--- config.mk ---
export PLATFORM = sky130hd
export DESIGN_NAME = jesd_rx_sample_mapper
export DESIGN_NICKNAME = d
export VERILOG_FILES = /design/src/rtl/jesd_map_pkg.sv /design/src/rtl/axis_skid_buf.sv /design/src/rtl/jesd_rx_sample_mapper.sv
export SDC_FILE = /design/constraint.sdc
export NUM_CORES = 2
export LEC_CHECK = 0
export BUFFER_PORTS_ARGS = -buffer_cell sky130_fd_sc_hd__buf_2
export CAP_MARGIN = 5
export CORE_MARGIN = 5
export CORE_UTILIZATION = 42
export CTS_BUF_LIST = sky130_fd_sc_hd__clkbuf_4
export DETAILED_ROUTE_END_ITERATION = 16
export GPL_TIMING_DRIVEN = 0
export PLACE_DENSITY = 0.71
export SLEW_MARGIN = 40
export SYNTH_ARGS = -nofsm -noshare
export SYNTH_HDL_FRONTEND = slang
export SYNTH_SLANG_ARGS = --single-unit
--- constraint.sdc ---
create_clock -name clk -period 7.66 [get_ports clk]
set_input_delay 1.532 -clock clk [delete_from_list [all_inputs] [get_ports clk]]
set_output_delay 1.532 -clock clk [all_outputs]
set_load 0.05 [all_outputs]
--- src/rtl/jesd_map_pkg.sv ---
// jesd_map_pkg: capture FSM encoding and derived-width helpers shared by the JESD RX sample mapper
package jesd_map_pkg;

   typedef enum logic [1:0] {
      ST_IDLE  = 2'd0,
      ST_RUN   = 2'd1,
      ST_DRAIN = 2'd2
   } cap_state_t;

   function automatic int calc_num_conv(input int num_lanes, input int lanes_per_conv);
      return num_lanes / lanes_per_conv;
   endfunction

   function automatic int calc_spl(input int lane_w);
      return lane_w / 8;
   endfunction

   function automatic int calc_sw(input int lanes_per_conv);
      return 8 * lanes_per_conv;
   endfunction

endpackage

--- src/rtl/axis_skid_buf.sv ---
// axis_skid_buf: two-entry buffer with a registered head entry, carrying data plus a last flag
module axis_skid_buf #(
   parameter int DATA_W = 32
) (
   input  logic              clk,
   input  logic              rst,
   input  logic              s_valid,
   output logic              s_ready,
   input  logic [DATA_W-1:0] s_data,
   input  logic              s_last,
   output logic              m_valid,
   input  logic              m_ready,
   output logic [DATA_W-1:0] m_data,
   output logic              m_last
);

   logic [DATA_W:0] e0, e1;
   logic [1:0]      cnt;
   logic            push, pop;

   assign m_valid          = cnt != 2'd0;
   assign {m_last, m_data} = e0;
   assign pop              = m_valid && m_ready;
   assign s_ready          = cnt != 2'd2 || pop;
   assign push             = s_valid && s_ready;

   // e0 drives the output and only changes on a pop or into an empty buffer, so a stalled beat stays stable
   always_ff @(posedge clk) begin
      if (rst) begin
         cnt <= '0;
         e0  <= '0;
         e1  <= '0;
      end else begin
         cnt <= cnt + {1'b0, push} - {1'b0, pop};
         if (push && (cnt == 2'd0 || (cnt == 2'd1 && pop))) e0 <= {s_last, s_data};
         else if (pop && cnt == 2'd2) e0 <= e1;
         if (push && ((cnt == 2'd1 && !pop) || (cnt == 2'd2 && pop))) e1 <= {s_last, s_data};
      end
   end

endmodule

--- src/rtl/jesd_rx_sample_mapper.sv ---
// jesd_rx_sample_mapper: regroups JESD RX lane bytes into per-converter I/Q samples with a bounded capture window
module jesd_rx_sample_mapper
   import jesd_map_pkg::*;
#(
   parameter int NUM_LANES      = 8,
   parameter int LANE_W         = 32,
   parameter int LANES_PER_CONV = 4,
   parameter int CAP_LEN_W      = 16
) (
   input  logic                        clk,
   input  logic                        rst,
   input  logic [NUM_LANES*LANE_W-1:0] rx_tdata,
   input  logic                        rx_tvalid,
   input  logic                        fmt_offset,
   input  logic                        swap_iq,
   input  logic                        cap_start,
   input  logic                        cap_stop,
   input  logic [CAP_LEN_W-1:0]        cap_len,
   output logic [NUM_LANES*LANE_W-1:0] m_tdata,
   output logic                        m_tvalid,
   input  logic                        m_tready,
   output logic                        m_tlast,
   output logic                        cap_busy,
   output logic                        cap_done,
   output logic                        ovf,
   input  logic                        ovf_clr
);

   localparam int NUM_CONV = calc_num_conv(NUM_LANES, LANES_PER_CONV);
   localparam int SPL      = calc_spl(LANE_W);
   localparam int SW       = calc_sw(LANES_PER_CONV);
   localparam int HW       = SW / 2;
   localparam int CW       = LANES_PER_CONV * LANE_W;
   localparam int DW       = NUM_LANES * LANE_W;

   cap_state_t           state;
   logic [DW-1:0]        mapped, s1_data;
   logic [SW-1:0]        word;
   logic [HW-1:0]        i_c, q_c;
   logic [CAP_LEN_W-1:0] len_q, cnt;
   logic                 s1_valid, s1_last, sk_ready, stop_pend;
   logic                 can_take, rx_acc, last_beat, out_last_hs;

   assign can_take    = !s1_valid || sk_ready;
   assign rx_acc      = state == ST_RUN && rx_tvalid && can_take;
   assign last_beat   = (len_q != '0) ? (cnt == len_q - CAP_LEN_W'(1)) : stop_pend;
   assign out_last_hs = m_tvalid && m_tready && m_tlast;

   // gather byte k of each converter's lanes into one word, convert format, swap, and pack converter 0 highest
   always_comb begin
      mapped = '0;
      word   = '0;
      i_c    = '0;
      q_c    = '0;
      for (int c = 0; c < NUM_CONV; c++) begin
         for (int k = 0; k < SPL; k++) begin
            for (int j = 0; j < LANES_PER_CONV; j++)
               word[(LANES_PER_CONV-1-j)*8 +: 8] = rx_tdata[(c*LANES_PER_CONV+j)*LANE_W + k*8 +: 8];
            i_c = word[SW-1 -: HW] ^ {fmt_offset, {(HW-1){1'b0}}};
            q_c = word[HW-1:0] ^ {fmt_offset, {(HW-1){1'b0}}};
            mapped[(NUM_CONV-1-c)*CW + CW/2 + k*HW +: HW] = swap_iq ? q_c : i_c;
            mapped[(NUM_CONV-1-c)*CW + k*HW +: HW]        = swap_iq ? i_c : q_c;
         end
      end
   end

   // stage 1 holds one mapped beat; it refills whenever it is empty or is handing its beat to the buffer
   always_ff @(posedge clk) begin
      if (rst) begin
         s1_valid <= 1'b0;
         s1_data  <= '0;
         s1_last  <= 1'b0;
      end else if (can_take) begin
         s1_valid <= rx_acc;
         if (rx_acc) begin
            s1_data <= mapped;
            s1_last <= last_beat;
         end
      end
   end

   axis_skid_buf #(
      .DATA_W(DW)
   ) u_skid (
      .clk    (clk),
      .rst    (rst),
      .s_valid(s1_valid),
      .s_ready(sk_ready),
      .s_data (s1_data),
      .s_last (s1_last),
      .m_valid(m_tvalid),
      .m_ready(m_tready),
      .m_data (m_tdata),
      .m_last (m_tlast)
   );

   // capture window control: counts accepted beats, tags the final one, and flags beats lost to a full pipeline
   always_ff @(posedge clk) begin
      if (rst) begin
         state     <= ST_IDLE;
         len_q     <= '0;
         cnt       <= '0;
         stop_pend <= 1'b0;
         cap_busy  <= 1'b0;
         cap_done  <= 1'b0;
         ovf       <= 1'b0;
      end else begin
         cap_done <= out_last_hs;
         ovf      <= (state == ST_RUN && rx_tvalid && !can_take) ? 1'b1 : ovf_clr ? 1'b0 : ovf;
         case (state)
            ST_IDLE: if (cap_start) begin
               state     <= ST_RUN;
               cap_busy  <= 1'b1;
               len_q     <= cap_len;
               cnt       <= '0;
               stop_pend <= 1'b0;
            end
            ST_RUN: begin
               if (rx_acc) cnt <= cnt + CAP_LEN_W'(1);
               if (cap_stop && len_q == '0) stop_pend <= 1'b1;
               if (rx_acc && last_beat) state <= ST_DRAIN;
            end
            ST_DRAIN: if (out_last_hs) begin
               state    <= ST_IDLE;
               cap_busy <= 1'b0;
            end
            default: begin
               state    <= ST_IDLE;
               cap_busy <= 1'b0;
            end
         endcase
      end
   end

endmodule

==> results.txt <==
The initial core utilization came out at a little over two fifths. Global routing used 41.86% of the available met2 tracks. The routing usage on met1 is 33.27%. The die height is 286.0 um. The count of distinct cell types in the synthesized netlist came out at between 50 and 60.

The worst setup path is of the reg -> out kind. TritonCTS created between 200 and 250 clock buffers. The final layout contains routed wiring with a total length of ~110000 um. Dividing the detail-routed via count by the number of cells gives between 5 and 6.

The actual transition at the worst max-transition pin came out at 911.4 ps. The average instance area after synthesis is approximately 8.6 um2. Yosys attributes the largest share of cell area to dfxtp_1 51%, nand2_1 10%, a21oi_1 8.7%. The x dimension of the die came out at around 290 um. Setup repair after global routing left no endpoint under its margin. The leakage dissipation is between 10 and 15 nW. The startpoint identified for the worst hold timing path is s1_data[247]$_SDFFE_PP0P_. The most common cell after layout, fill and taps aside is nand2_1. Relative to the synthesized area, the layout overhead comes to 21.09%. In the synthesized netlist the dominant register cell turns out to be dfxtp_1.

The sequential element share of the synthesized area is approximately half. The number of standard cells in the layout, taps in and fillers out is roughly 5600. The vias after detailed routing came out at approximately 30000.

For this design the ratio of total power to cell area is about 240 mW/mm2. The proportion of power drawn by the clock network came out at 40.1%. Once the clock tree was built, the setup fixing pass inserted 0 buffers. The global routing usage on met3 came out at just under 6%.

The top-level I/O count came out at around 540. The number of H-tree levels came out at 4. The first-pass GRT wire length came out at approximately 170000 um.

The routed length per instance is roughly 20 um. The number of antenna violations at the first check in global routing came to 23. Once the clock tree was built, the resizer swapped 0 gates to a different size.

The number of remaining DRC errors came out at 0. The worst setup path is captured at an output pin. The kind of start point of the critical path is a register. The power spent charging and discharging nets came out at approximately 2.8 mW.

The share of synthesized area in the top cell type comes to just over 50%. Internal power comes to 6.530 mW. The iteration count of the initial detailed-routing pass is 6. The estimated wirelength of the detail-placed design is 83820 um. TritonCTS built the clock tree. The min-delay analysis places its worst path in the category reg -> reg. The total overflow left after global routing is 0. The number of global-route vias before repair is slightly below 30000. The final number of hold-violating endpoints came out at 0. The worst-case register-to-register setup slack came out at around 4300 ps. The insertion delay to the later sink of the worst-skew pair is between 1000 and 1500 ps.

The total number of placement rows came out at approximately 100. The maximum clock rate came out at slightly below 300 MHz. The sequential cell fraction of total power came out at between 40% and 50%. The final-layout setup total negative slack is 0 ps. The flow ran to the end, and the final reports show no timing, DRC or antenna violations. The share of the core filled with cells in the final layout is between 50% and 60%.

The required arrival time at the worst endpoint is around 6100 ps. The layout cell share with drive strength beyond 1 came out at between 10% and 20%. The number of hold-repair buffers added at the cts stage is 0. The pin count of the biggest net entering global routing came out at 21.

The number of DRC markers after the initial detailed-route iteration came out at around 2200. The synthesized design spends more area on one cell type than any other, namely dfxtp_1. The arrival time at the worst endpoint is around 1900 ps. CTS placed an instance of clkbuf_4 at the clock tree root. The layout has 7235 filler cells. After the last flow step, the layout net total stands at between 4000 and 5000. The headroom to the max-slew limit came out at about two fifths. The number of nets produced by synthesis came out at 4018. The final antenna-violating net count came out at 0. Counting every sink on the clock net gives roughly 800. The number of enable flip-flop cells after synthesis came out at 0.

met2 is the most crowded layer. The number of cells produced by synthesis is approximately 3700. The total core area came out at around 0.076 mm2.

The largest individual stage delay along the critical path comes from the cell dfxtp_1. After synthesis, the share of flip-flops with an asynchronous set or reset is 0%. The count of buffer and inverter cells on the critical path came out at 2.

The area occupied by registers came out at 0.01626 mm2. The post-CTS clock slew at the launch and capture registers of the worst setup and hold paths is about 70 ps. Summing all multi-input logic gate instances after layout gives roughly 0.014 mm2. The number of register bits inferred by synthesis came out at roughly 810. Leaving out fill and tap cells, the most frequent cells in the layout are 855 x nand2_1, 812 x dfxtp_1, 555 x a21oi_1.

Of all nets on the critical path, the largest fanout is 4. The post-synthesis instance area came out at 0.03199 mm2. The portion of total power attributed to combinational logic is 12.1%.

The area of the die came out at slightly above 0.08 mm2. The number of buffers between clock root and the deepest sink came out at 3. The delay of the slowest critical-path stage came out at 390 ps.

Once placement completed, the tool counted placed cells totaling 5252. The startpoint identified for the worst register-to-register timing path is state[0]$_SDFFE_PP0P_. Clock skew on the completed layout was measured at slightly above 100 ps. The post-route fraction of the period consumed by the critical path is 44.89%. The switching share of total power came out at between 20 and 30%.

The weighted congestion reported at the end of routability-driven placement came out at 0.8840. Global routing used ~26% of the available tracks across all layers. The Yosys step of the flow raised 0 warnings. The worst ir drop on vdd came out at approximately 0.11 mV.

The startpoint of the most critical setup path is u_skid.cnt[1]$_SDFF_PP0_. Walking the worst path, the cells encountered are inv_1 -> nand2_1 -> buf_2. The number of max-cap violations is 0. Among cell families on the critical path, the largest total delay comes from flip-flops. The post-layout minimum cycle time is approximately 3400 ps. The number of setup violations in the final report is 0. The final max-slew violation count is 0.

The count of buffers from port buffering came out at approximately 540.
==> synthesized netlist by cell type (11+ instances only) <==
| cell type | number |
|---|---|
| a211oi_1 | 241 |
| a21oi_1 | 555 |
| a22oi_1 | 258 |
| buf_1 | 11 |
| clkbuf_1 | 317 |
| dfxtp_1 | 812 |
| mux2i_1 | 258 |
| nand2_1 | 855 |
| nand3_1 | 11 |
| nor2_1 | 273 |
| xnor2_1 | 28 |
| xor2_1 | 20 |
==> sequential cells by signal, summed over array words and instances, names as in the netlist <==
name and cells:
cap_done 1, cap_busy 1, s1_valid 1, stop_pend 1, u_skid.e1 257, u_skid.e0 257, len_q 16, ovf 1
cnt 16, u_skid.cnt 2, state 2, s1_last 1, s1_data 256
==> final timing paths <==
check / depth (start not counted) / end
worst min register to register: 2 / u_skid.e1[247]$_SDFFE_PP0P_
worst max-delay path: 3 / m_tvalid
worst max register to register: 7 / s1_data[169]$_SDFFE_PP0P_
worst min-delay path: 2 / u_skid.e1[247]$_SDFFE_PP0P_
==> cell families (layout without fill, tap and decap cells) <==
family / Yosys count / after routing / synth area share (%)
other cells: 0 / 22 / 0
simple gates: 1183 / 1183 / 14.43
mux: 258 / 258 / 8.073
fa+ha+maj: 4 / 4 / 0.1565
compound gates: 1085 / 1085 / 21.12
buf+inv: 343 / 1248 / 4.091
xor+xnor: 48 / 48 / 1.314
flops: 812 / 812 / 50.81
==> power groups by stage <==
stage                     sequential, mW  combinational (mW)  clock, mW
final                               4.45                1.12       3.73
after global routing                4.46                1.21       4.03
after CTS                           4.44                1.11       3.79
after detailed placement            4.54                1.11          0
after global placement              4.53                1.09          0
after floorplan                     4.58               0.618          0
==> final cells by class <==
type,count,share of cell area (%)
clock inverter,64,1.050
timing repair buffer,541,7.122
tap,978,3.159
sequential,812,41.96
multi-input combinational,2578,37.30
clock buffer,300,5.814
buffer,335,3.378
antenna,22,0.1421
inverter,8,0.07752
==> metrics by stage <==
| stage | hold WS, ps | cell area (um2) | total power, mW | worst slack, ps |
|---|---|---|---|---|
| global placement | 439.8 | 35910 | 5.627 | 2653 |
| floorplan | 436.8 | 31990 | 5.194 | 4557 |
| finish | 404.4 | 38740 | 9.298 | 4221 |
| global route | 391.5 | 38730 | 9.700 | 4033 |
| CTS | 385.0 | 38670 | 9.343 | 4114 |
| detailed placement | 443.3 | 36010 | 5.648 | 3196 |
==> per-layer routing <==
layer | up-vias | part of all wire (%)
li1 | 14660 | -
met1 | 14445 | 43
met2 | 1043 | 47
met3 | 252 | 6.7
met4 | 4 | 4.2
met5 | - | 0.019
==> worst min-delay path: stages, from the launching register on <==
cell and delay (ps):
dfxtp_1 330, nand2_1 60, a21oi_1 50
No activity file was read; power rests on OpenSTA's default activity.
